$ cat config.mk
export PLATFORM = sky130hd
export DESIGN_NAME = viterbi_block_decoder_flat
export DESIGN_NICKNAME = d
export VERILOG_FILES = /design/src/rtl/viterbi_block_decoder_if.sv /design/src/rtl/viterbi_block_decoder.sv /design/src/flat_wrapper.sv
export SDC_FILE = /design/constraint.sdc
export NUM_CORES = 1
export LEC_CHECK = 0
export CAP_MARGIN = 5
export CORE_UTILIZATION = 54
export CTS_BUF_LIST = sky130_fd_sc_hd__clkbuf_16
export DETAILED_ROUTE_END_ITERATION = 10
export PLACE_DENSITY = 0.76
export SLEW_MARGIN = 0
export SYNTH_ARGS = -nofsm -noshare
export SYNTH_HDL_FRONTEND = slang
export SYNTH_SLANG_ARGS = --single-unit
$ cat constraint.sdc
create_clock -name clk -period 3.5 [get_ports clk]
set_clock_uncertainty 0.15 [all_clocks]
set_input_delay 0.7 -clock clk [delete_from_list [all_inputs] [get_ports clk]]
set_output_delay 0.7 -clock clk [all_outputs]
set_load 0.01 [all_outputs]
$ cat src/rtl/viterbi_block_decoder_if.sv
// Handshake bundle for viterbi_block_decoder.
// Ports (master = surrounding system, slave = decoder):
//   in_valid/in_ready/code_in    : codeword input handshake
//   out_valid/out_ready/msg_out  : decoded message output handshake
//   err_cnt                      : corrected bit count (VITERBI_ERR_CNT_EN only)
interface viterbi_block_decoder_if #(
    parameter int MSG_BITS = 14
);
    localparam int N       = MSG_BITS + 2;
    localparam int CW_BITS = 2 * N;

    logic                in_valid;
    logic                in_ready;
    logic [CW_BITS-1:0]  code_in;
    logic                out_valid;
    logic                out_ready;
    logic [MSG_BITS-1:0] msg_out;

`ifdef VITERBI_ERR_CNT_EN
    localparam int MW = $clog2(2 * N + 1);
    logic [MW-1:0] err_cnt;

    modport master (
        output in_valid, code_in, out_ready,
        input  in_ready, out_valid, msg_out, err_cnt
    );
    modport slave (
        input  in_valid, code_in, out_ready,
        output in_ready, out_valid, msg_out, err_cnt
    );
`else
    modport master (
        output in_valid, code_in, out_ready,
        input  in_ready, out_valid, msg_out
    );
    modport slave (
        input  in_valid, code_in, out_ready,
        output in_ready, out_valid, msg_out
    );
`endif
endinterface

$ cat src/rtl/viterbi_block_decoder.sv
// Sequential hard-decision Viterbi decoder, rate 1/2, K=3, zero-tail.
// One ACS trellis step per cycle, then one traceback step per cycle.
// Ports: clk, rst (sync, active-high), bus (viterbi_block_decoder_if.slave).
// Optional macro VITERBI_ERR_CNT_EN adds the registered err_cnt output.
module viterbi_block_decoder #(
    parameter int         MSG_BITS = 14,
    parameter logic [2:0] G0       = 3'b111,
    parameter logic [2:0] G1       = 3'b101
) (
    input  logic                    clk,
    input  logic                    rst,
    viterbi_block_decoder_if.slave  bus
);
    localparam int N       = MSG_BITS + 2;
    localparam int CW_BITS = 2 * N;
    localparam int MW      = $clog2(2 * N + 1);
    localparam int CNT_W   = $clog2(N + 1);
    localparam int TW      = $clog2(N);

    typedef enum logic [1:0] {IDLE, ACS, TRACE, DONE} state_t;

    state_t              state;
    state_t              state_nx;
    logic [CW_BITS-1:0]  code_sr;
    logic [MW-1:0]       metric    [4];
    logic [MW-1:0]       metric_nx [4];
    logic [3:0]          surv      [N];
    logic [3:0]          surv_nx;
    logic [CNT_W-1:0]    cnt;
    logic [CNT_W-1:0]    t_idx;
    logic [1:0]          tb_state;
    logic [MSG_BITS-1:0] msg_sr;
    logic [MSG_BITS-1:0] msg_q;
    logic [1:0]          rx;

    function automatic logic [1:0] branch_metric(
        input logic [1:0] r,
        input logic [2:0] path
    );
        logic [1:0] d;
        d = r ^ {^(G0 & path), ^(G1 & path)};
        return {1'b0, d[1]} + {1'b0, d[0]};
    endfunction

    function automatic logic [MW-1:0] sat_add(
        input logic [MW-1:0] a,
        input logic [1:0]    b
    );
        logic [MW:0] s;
        s = {1'b0, a} + {{(MW-1){1'b0}}, b};
        return s[MW] ? '1 : s[MW-1:0];
    endfunction

    // Received pair for the current step sits at the top of the shifter.
    assign rx = code_sr[CW_BITS-1 -: 2];

    // Next state n = {u,b}; predecessors {b,0} and {b,1}.
    // Ties keep predecessor {b,0}.
    for (genvar n = 0; n < 4; n++) begin : g_acs
        localparam logic [1:0] NS = 2'(n);
        localparam logic [1:0] P0 = {NS[0], 1'b0};
        localparam logic [1:0] P1 = {NS[0], 1'b1};
        logic [MW-1:0] c0;
        logic [MW-1:0] c1;
        assign c0 = sat_add(metric[P0], branch_metric(rx, {NS[1], P0}));
        assign c1 = sat_add(metric[P1], branch_metric(rx, {NS[1], P1}));
        assign surv_nx[n]   = (c1 < c0);
        assign metric_nx[n] = (c1 < c0) ? c1 : c0;
    end

    // Traceback counts cnt from N down to 1 (step t = cnt-1);
    // cnt == 0 is the cycle that registers the result.
    assign t_idx = cnt - 1'b1;

    always_ff @(posedge clk) begin
        if (rst) state <= IDLE;
        else     state <= state_nx;
    end

    always_comb begin
        state_nx      = state;
        bus.in_ready  = 1'b0;
        bus.out_valid = 1'b0;
        unique case (state)
            IDLE: begin
                bus.in_ready = !rst;
                if (bus.in_valid) state_nx = ACS;
            end
            ACS: begin
                if (cnt == CNT_W'(N - 1)) state_nx = TRACE;
            end
            TRACE: begin
                if (cnt == '0) state_nx = DONE;
            end
            DONE: begin
                bus.out_valid = 1'b1;
                if (bus.out_ready) state_nx = IDLE;
            end
            default: state_nx = IDLE;
        endcase
    end

    // Survivor memory needs no reset: each entry is written before use.
    always_ff @(posedge clk) begin
        if (state == ACS) surv[cnt[TW-1:0]] <= surv_nx;
    end

`ifdef VITERBI_ERR_CNT_EN
    logic [MW-1:0] err_q;
    assign bus.err_cnt = err_q;

    always_ff @(posedge clk) begin
        if (rst)
            err_q <= '0;
        else if (state == TRACE && cnt == '0)
            err_q <= metric[0];
    end
`endif

    always_ff @(posedge clk) begin
        if (rst) begin
            code_sr  <= '0;
            cnt      <= '0;
            tb_state <= '0;
            msg_sr   <= '0;
            msg_q    <= '0;
            for (int i = 0; i < 4; i++) metric[i] <= '0;
        end else begin
            unique case (state)
                IDLE: begin
                    if (bus.in_valid) begin
                        code_sr   <= bus.code_in;
                        cnt       <= '0;
                        metric[0] <= '0;
                        metric[1] <= '1;
                        metric[2] <= '1;
                        metric[3] <= '1;
                    end
                end
                ACS: begin
                    code_sr <= code_sr << 2;
                    for (int i = 0; i < 4; i++) metric[i] <= metric_nx[i];
                    if (cnt == CNT_W'(N - 1)) begin
                        cnt      <= CNT_W'(N);
                        tb_state <= 2'b00;
                    end else begin
                        cnt <= cnt + 1'b1;
                    end
                end
                TRACE: begin
                    if (cnt != '0) begin
                        // Bits arrive last-first; tail bits fall off the bottom.
                        msg_sr   <= {tb_state[1], msg_sr[MSG_BITS-1:1]};
                        tb_state <= {tb_state[0],
                                     surv[t_idx[TW-1:0]][tb_state]};
                        cnt      <= cnt - 1'b1;
                    end else begin
                        msg_q <= msg_sr;
                    end
                end
                DONE: ;
                default: ;
            endcase
        end
    end

    assign bus.msg_out = msg_q;

endmodule

$ cat src/flat_wrapper.sv
// flat-port wrapper written by rule: the top's interface ports become plain ports
module viterbi_block_decoder_flat 
#(
    parameter int         MSG_BITS = 14,
    parameter logic [2:0] G0       = 3'b111,
    parameter logic [2:0] G1       = 3'b101
)
  (clk, rst, bus_in_valid, bus_code_in, bus_out_ready, bus_in_ready, bus_out_valid, bus_msg_out);
  viterbi_block_decoder_if #(.MSG_BITS(MSG_BITS)) bus_i ();
  input  logic clk;
  input  logic rst;
  input wire logic [$bits(bus_i.in_valid)-1:0] bus_in_valid;
  input wire logic [$bits(bus_i.code_in)-1:0] bus_code_in;
  input wire logic [$bits(bus_i.out_ready)-1:0] bus_out_ready;
  output wire logic [$bits(bus_i.in_ready)-1:0] bus_in_ready;
  output wire logic [$bits(bus_i.out_valid)-1:0] bus_out_valid;
  output wire logic [$bits(bus_i.msg_out)-1:0] bus_msg_out;
  assign bus_i.in_valid = bus_in_valid;
  assign bus_i.code_in = bus_code_in;
  assign bus_i.out_ready = bus_out_ready;
  assign bus_in_ready = bus_i.in_ready;
  assign bus_out_valid = bus_i.out_valid;
  assign bus_msg_out = bus_i.msg_out;
  viterbi_block_decoder #(.MSG_BITS(MSG_BITS), .G0(G0), .G1(G1)) u_core (.clk(clk), .rst(rst), .bus(bus_i));
endmodule
# Yosys cells after proc, flatten, opt, wreduce, memory -nomap -nowiden
# Memory sizes are Yosys's and may differ from the RTL's.
# Index checks and enable logic that the tools add are counted.
[word_totals] regBits=69 ramBits=88 output_inout_bits=16 n_memories=2
[classes] order_cmp=5 add_sub_neg=14 eq_ne=9 bitwise=12 muxes=48 n_reduce_logical=13
[memory_table] name="u_core.surv" words=16 word_bits=4 rd=1 rd_ports_with_merged_regs=0 wr=1 line="viterbi_block_decoder.sv:27" source="logic [3:0] surv [N];"
[memory_table] name="u_core.metric" words=4 word_bits=6 rd=4 rd_ports_with_merged_regs=0 wr=4 line="viterbi_block_decoder.sv:25" source="logic [MW-1:0] metric [4];"
[ops] op="$mux W6" n=20
[ops] op="$pmux W32 S2" n=1
[ops] op="$add A6 B2 Y7" n=8
[ops] op="$mux W32" n=1
[ops] op="$lt A6 B6 Y1" n=4
[ops] op="$mux W5" n=3
[ops] op="$pmux W5 S3" n=1
[ops] op="$mux W1" n=13
[ops] op="$mux W2" n=6
[ops] op="$add A1 B1 Y2" n=4
[ops] op="$or A1 B1 Y1" n=8
[ops] op="$pmux W2 S4" n=1
[ops] op="$ne A2 B2 Y1 const B" n=3
[ops] op="$reduce_and A2 Y1" n=3
[ops] op="$reduce_and A3 Y1" n=2
[ops] op="$add A5 B1 Y5 const B" n=1
[ops] op="$eq A5 B4 Y1 const B" n=1
[ops] op="$logic_not A5 Y1" n=1
[ops] op="$reduce_bool A5 Y1" n=1
[ops] op="$sub A5 B1 Y5 const B" n=1
[ops] op="$eq A2 B2 Y1 const B" n=2
[ops] op="$ne A2 B1 Y1 const B" n=2
[ops] op="$pmux W2 S2" n=1
[ops] op="$reduce_and A4 Y1" n=1
[ops] op="9 further kinds" n=12

# Logic depth before layout (Yosys ltp)
# Gate-level depths: netlist (run 1).
[depth] depth_word=7 ltp_mapped=17 mapped_depth_nobuf=17

# Least setup slack after synthesis (run 1)
# Ideal clock, no wire load.
[synth_timing] path_type="register to register" from="register u_core.code_sr[30]" to="memory u_core.metric[1][2] (netlist bit), data pin" slack_ns=-0.339 path_buffers=1 t_required_ns=3.076 setup_ns=0.274 t_arrival_ns=3.415 path_stages_with_launch=17 cell_sequence="dfxtp_1 > inv_1 > ha_1 > inv_1 > ha_1 > nor2b_1 > o21ai_0 > nand2_1 > a21oi_1 > a31oi_1 > ha_1 > a21o_1 > a21o_1 > a221oi_1 > buf_2 > or3_1 > nand3_1"
[synth_lines] element="from (decl)" line="viterbi_block_decoder.sv:24" source="logic [CW_BITS-1:0] code_sr;"
[synth_lines] element="from (signal assigned)" line="viterbi_block_decoder.sv:132" source="code_sr <= bus.code_in;"
[synth_lines] element="from (signal assigned)" line="viterbi_block_decoder.sv:141" source="code_sr <= code_sr << 2;"
[synth_lines] element="to (decl)" line="viterbi_block_decoder.sv:25"

==> summary.txt, run 1 <==
Worst setup path
  • Crit path buffers/inverters: 3
  • Worst EP required: 3.51 ns
  • Critical-path maximum fanout: 5
  • CP delay by family, top: compound AO/OA/AOI/OAI gates
  • Slowest cell on the critical path: dfxtp_2
  • Worst setup SP type: flop
  • Flop-to-flop setup slack: around 0.027 ns
  • Worst path max stage delay: around 0.34 ns
  • Crit-path cells: inv_2 > ha_4 > inv_4 > ha_2 > nor2b_1 > o21ai_0 > o21a_2 > or2_2 > nand2_1 > ha_1 > a21o_1 > a21o_1 > a221oi_2 > buf_4 > mux2i_1 > o21ai_1
  • Critical Path Sink Type: flop
  • CP Class: flop to flop
  • Crit path DAT: between 3 and 4 ns
  • Top cell by count, worst path: a21o_1

Placement
  • Post-DP HPWL: 13700 um
  • Gpl congestion: 0.898
  • Number of buffers added on ports: 51
  • Place WS: -0.120 ns

Clock network
  • Clock Path Buffers: 2
  • Clk root buf: clkbuf_16
  • Worst skew pair latency: approximately 0.43 ns
  • H-tree levels: 4
  • Clk sinks: around 160
  • CTS Hold Bufs: 0
  • CTS tree: yes
  • Clk slew on worst S/H paths: about 0.060 ns
  • CTS buffer count: 17

Synthesis
  • Synth Net Count: 913
  • Synth warn: 0
  • Synth Flop Type: edfxtp_1
  • Seq/Total Area, Yosys: 0.470
  • EDFF count, synth: 82
  • Netlist cell types: 53
  • Asr flop ratio synth: 0
  • Synth Instances: 830
  • Syn_area_per_cell: 10.2 sq um
  • Synth Cell Area: 0.00844 sq mm
  • Seq cells post-synth: 157

Floorplan
  • Cell Rows: 45
  • Chip Width: about 130 um
  • I/O Pins: 52
  • Initial Util: 0.555
  • Die area: 0.0161 sq mm
  • Die height: between 100 and 150 um
  • Core ar.: 0.0152 sq mm

STA
  • Slew Limit Fails: 0
  • Final cycle utilization of the critical path: 0.992
  • Hold Violations, Final: 0
  • RSZ-0062 raised after global routing: true
  • Max Freq: around 290 MHz
  • Worst setup slack after layout: approximately 0.027 ns
  • Crit path time final: ~3.5 ns
  • Worst slew pin tran: a little under 0.9 ns
  • Worst slew margin: 0.416
  • Final setup viols: 0

Global routing
  • Pin count of the biggest net entering global routing: 65
  • Global Route Usage Sum: 0.250
  • Initial antenna violation count: 0
  • Vias in the first global route: between 6000 and 7000
  • First-pass GRT wire length: 31500 um
  • GR Overflow Total: 0

Layout
  • Fin nets: about 990
  • Ant. Diodes: 0
  • Synth-to-layout area growth: 22.8%
  • Share of cells above drive strength 1: 0.203

Detailed routing
  • Routed WL per cell: about 18 um
  • DR pass1 iterations: 5
  • DRT iter0 DRCs: 448
  • Drt drc: 0
  • Via density: 5.95
  • DRT Wirelength: 19900 um
  • Routed Antenna Nets: 0
  • Via count: around 6600

Flow run
  • Max-Cap Viols: 0

Power and ir drop
  • VDD IR max: around 0.0009 V
  • PD cells: between 1000 and 1500 mW/mm^2
  • Design Power: approximately 0.011 W
  • Lkg Pwr: between 3 and 4 nW

Hold path
  • Hold Crit Class: flop to flop

Outcome
  • Status: finished clean
path summary, 6_finish.rpt:
| check | from | end | cells after the start |
|---|---|---|---|
| max | u_core.code_sr[31] | u_core.metric[3][1] | 16 |
| min | u_core.bus.msg_out[0] | u_core.bus.msg_out[0] | 2 |
| max reg2reg | u_core.code_sr[31] | u_core.metric[3][1] | 16 |
| min reg2reg | u_core.bus.msg_out[0] | u_core.bus.msg_out[0] | 2 |
where the power goes:
group	internal, W	switching (W)
clock	0.00113	0.000808
combinational	0.00257	0.00329
sequential	0.00274	0.000333
total	0.00644	0.00443
cell families (layout without fill, tap and decap cells):
group	Yosys count	count (layout)	share of synthesized area
AND/OR/NAND/NOR	296	296	0.161
AO/OA/AOI/OAI	168	168	0.126
flip-flops	157	157	0.470
multiplexers	69	69	0.114
buffers and inverters	65	153	0.0307
adder cells (fa/ha/maj)	47	47	0.0697
XOR/XNOR	28	28	0.0290
registers in the layout (all words and copies together) (netlist names):
register            cells
u_core.metric          24
u_core.tb_state         2
u_core.state            2
u_core.cnt              5
u_core.surv            64
u_core.code_sr         32
u_core.bus.msg_out     14
u_core.msg_sr          14
cell usage in the layout (no fill, tap or decap), types with 7 or more instances in the layout:
master,n
inv_1,16
and3_1,7
buf_4,44
a21oi_2,15
edfxtp_1,82
or3_1,11
ha_1,35
nor2b_1,10
o21ai_0,9
nand2_1,104
clkdlybuf4s50_1,50
a21oi_1,51
o21ai_2,8
xnor2_1,17
mux2i_1,39
nor3_1,7
nand3b_1,9
nand3_1,30
a211oi_1,34
xor2_1,11
nand2_2,9
nor2_1,72
dfxtp_1,73
o21ai_1,10
nand2b_1,10
mux4_2,17
clkbuf_16,20
final cells by class:
class	count	area (sq um)
inverter	20	77.6
timing repair buffer	101	906
clock buffer	20	500
clock inverter	12	128
tap	188	235
sequential	157	3970
multi-input combinational	608	4550
fill	1098	4840
timing repair:
action                                  4_1_cts  5_1_grt
endpoints found under the setup margin       19       88
gates resized for setup                      14       73
setup buffers                                 1       10
cloned                                        1        0
pin swaps                                     7       27
routing by layer:
metal	wire (um)	vias up	global-route usage
met5	0	-	0
met4	303	0	0.0896
met3	783	28	0.0456
met2	10200	165	0.431
met1	8550	3224	0.316
li1	-	3165	-
worst min-delay path: cells and delay by family (launching register included):
kind	cells	cell delay, ns
and+or+nand+nor	1	0.05
DFF	1	0.31
AOI/OAI and AO/OA	1	0.05
stage by stage:
step	TNS (ns)	area (sq um)	hold WS [ns]	std cells	utilization
after CTS	0	10000	0.307	1097	0.660
after detailed placement	-0.475	9350	0.298	1063	0.615
final	0	10400	0.304	1106	0.682
after global placement	0	9350	0.293	1063	0.615
after floorplan	0	8480	0.282	830	-
after global routing	-1.57	10400	0.320	1106	0.682
synth_stat cells (3+ instances only):
cell,n,share of area
a211oi_1,39,0.035
a21o_1,6,0.0053
a21oi_1,66,0.039
a221o_1,3,0.0036
a31oi_1,3,0.0022
and2_1,5,0.0037
and3_1,7,0.0052
buf_1,3,0.0013
buf_2,6,0.0036
clkbuf_1,35,0.016
dfxtp_1,75,0.18
edfxtp_1,82,0.29
ha_1,47,0.070
inv_1,20,0.0089
mux2_2,5,0.0067
mux2i_1,43,0.051
mux4_1,3,0.0093
mux4_2,17,0.045
nand2_1,113,0.050
nand2b_1,10,0.0074
nand3_1,30,0.018
nand3b_1,9,0.0080
nand4_1,4,0.0030
nor2_1,74,0.033
nor2b_1,15,0.011
nor3_1,7,0.0041
o211ai_1,3,0.0027
o21a_1,4,0.0036
o21ai_0,20,0.012
o21ai_1,8,0.0047
o31ai_1,3,0.0027
or2_2,3,0.0022
or3_1,11,0.0082
xnor2_1,17,0.018
xor2_1,11,0.011
Power figures use the tool's default switching activity.
==> run 2: changes to the inputs <==
--- a/config.mk
+++ b/config.mk
@@ -6,11 +6,10 @@
 export NUM_CORES = 1
 export LEC_CHECK = 0
 export CAP_MARGIN = 5
-export CORE_UTILIZATION = 54
+export CORE_UTILIZATION = 60
 export CTS_BUF_LIST = sky130_fd_sc_hd__clkbuf_16
 export DETAILED_ROUTE_END_ITERATION = 10
-export PLACE_DENSITY = 0.76
-export SLEW_MARGIN = 0
+export PLACE_DENSITY = 0.8
 export SYNTH_ARGS = -nofsm -noshare
 export SYNTH_HDL_FRONTEND = slang
 export SYNTH_SLANG_ARGS = --single-unit
==> constraint.sdc (replaced) <==
create_clock -name clk -period 3.45 [get_ports clk]
set_clock_uncertainty 0.15 [all_clocks]
set_input_delay 0.69 -clock clk [delete_from_list [all_inputs] [get_ports clk]]
set_output_delay 0.69 -clock clk [all_outputs]
set_load 0.01 [all_outputs]
==> run 2 against run 1 <==
- the run now ends with setup timing left
- non-clock buffer count increased by 3
- register-to-register slack got worse by 0.09 ns
- routed wire length grew 4.3%
- global-route usage increased by 3.0 points
- total power grew 2.2%
- final cell count is 0.81% lower
- count of clock-buffer cells in the layout shrank 2
- flip-flop and latch count did not move
- sequential power increased by 3%
- die area down 9.8%
- critical path depth fell by 1
- critical path type unchanged
- largest power group unchanged
==> summary.txt, run 2 (synthesis results as in run 1) <==
Layout
  • Ant. Diodes: 0
  • Fin nets: 991
  • Storage cell area: 0.00397 sq mm
  • Util after Layout: 0.773
  • # fillers: 853
  • Max FFs per register: 64
  • Most frequent cells in the layout: 103 x nand2_1, 82 x edfxtp_1, 73 x dfxtp_1
  • Multi-input logic area: around 0.0047 sq mm
  • Synth-to-layout area growth: 23.7%
  • Share of cells above drive strength 1: 0.212
  • Most common cell after layout, fill and taps aside: nand2_1

Detailed routing
  • DRT iter0 DRCs: 440
  • Routed WL per cell: approximately 19 um
  • Met3 Wirelength: between 900 and 1000 um
  • DRT Wirelength: 20700 um
  • Via density: between 6 and 7
  • Metal2 WL: approximately 10000 um
  • Via count: roughly 6800
  • Routed Antenna Nets: 0
  • DR pass1 iterations: 5
  • Wl on met1: 8830 um
  • Drt drc: 0
  • Top routing layer used: met4

Floorplan
  • Core ar.: between 0.01 and 0.015 sq mm
  • Die area: around 0.015 sq mm
  • Die height: about 120 um
  • I/O Pins: between 50 and 60
  • Cell Rows: 42
  • Chip Width: ~120 um
  • Initial Util: 0.625

Global routing
  • Vias in the first global route: 6373
  • Global Route Usage Sum: 0.280
  • First-pass GRT wire length: ~31000 um
  • GR Overflow Total: 0
  • Pin count of the biggest net entering global routing: 64
  • Initial antenna violation count: 0

STA
  • Final setup viols: 4
  • Worst slew pin tran: between 1 and 1.5 ns
  • Max Freq: approximately 280 MHz
  • Crit path time final: approximately 3.5 ns
  • Hold Violations, Final: 0
  • Worst setup slack after layout: -0.0624 ns
  • RSZ-0062 raised after global routing: true
  • Slew Limit Fails: 0
  • Final cycle utilization of the critical path: 1.02
  • Worst slew margin: 0.303

Hold path
  • Hold Crit Class: flop to flop
  • Hold-critical path depth: 2

Worst setup path
  • Critical-path maximum fanout: 5
  • Critical Path Sink Type: flop
  • Worst setup SP type: flop
  • Register-to-Register Path Depth: 15
  • Worst EP required: 3.62 ns
  • CP Class: flop to flop
  • Crit path DAT: 3.68 ns

Placement
  • Gpl congestion: 0.993
  • Number of buffers added on ports: slightly above 50
  • Post-DP HPWL: between 10000 and 15000 um
  • Place WS: -0.110 ns

Clock network
  • H-tree levels: 4
  • CTS tree: yes
  • Worst skew pair latency: between 0.4 and 0.5 ns
  • CTS buffer count: 17
  • Clk slew on worst S/H paths: 0.07 ns
  • CTS Hold Bufs: 0
  • Clk sinks: between 150 and 200
  • Clock Path Buffers: 2
  • Clk root buf: clkbuf_16

Outcome
  • Failing checks: setup timing
  • Status: finished with violations

Flow run
  • Max-Cap Viols: 0

Power and ir drop
  • Lkg Pwr: roughly 3.8 nW
  • VDD IR max: about 0.0010 V
  • PD cells: around 1100 mW/mm^2
[run 2: path summary, 6_finish.rpt]
check | startpoint | end | slack (ns)
max | u_core.code_sr[30] | u_core.metric[2][0] | -0.06
min | u_core.bus.msg_out[7] | u_core.bus.msg_out[7] | 0.30
max reg2reg | u_core.code_sr[30] | u_core.metric[2][0] | -0.06
min reg2reg | u_core.bus.msg_out[7] | u_core.bus.msg_out[7] | 0.30
[run 2: layer usage]
| metal | global-route usage | vias up |
|---|---|---|
| li1 | - | 3185 |
| met1 | 0.362 | 3319 |
| met2 | 0.478 | 230 |
| met3 | 0.0509 | 40 |
| met4 | 0.0826 | 0 |
| met5 | 0 | - |
[run 2: worst max-delay path, cell delays in order, from the launching register on]
cell      delay [ns]
dfxtp_4         0.36
inv_4           0.04
ha_4            0.26
buf_12          0.14
ha_4            0.16
buf_6           0.11
nand3b_1        0.18
nand2_2         0.15
a21oi_1         0.35
ha_1            0.32
and4_4          0.21
a21oi_2         0.15
nand2_2         0.08
a31oi_4         0.26
mux2i_1         0.15
a221o_1         0.35
[run 2: cell type report]
cell class / instances / share of cell area
multi-input cells: 608 / 0.447
clock buffers: 18 / 0.0431
inverters: 20 / 0.00815
clock inverters: 14 / 0.0109
flip-flops and latches: 157 / 0.380
well taps: 176 / 0.0211
repair buffers: 104 / 0.0895
[run 2: repair_timing]
action / 4_1_cts / 5_1_grt
gates resized for setup: 27 / 82
endpoints found under the setup margin: 52 / 88
setup buffers: 7 / 10
gates cloned: 1 / 1
pin swaps: 19 / 40
[run 2: through the flow]
step,hold WS (ns),total power (W),TNS (ns),cells,area [sq um]
floorplan,0.282,0.00657,0,830,8490
global placement,0.294,0.00791,0,1046,9320
detailed placement,0.299,0.00814,-2.61,1046,9320
CTS,0.307,0.0103,0,1086,10000
global route,0.329,0.0117,-2.15,1097,10400
finish,0.304,0.0111,-0.103,1097,10400
[run 2: power breakdown]
group	total [W]	switching, W	internal (W)
clock network	0.00181	0.000778	0.00103
logic	0.00615	0.00345	0.00270
registers	0.00315	0.000370	0.00278
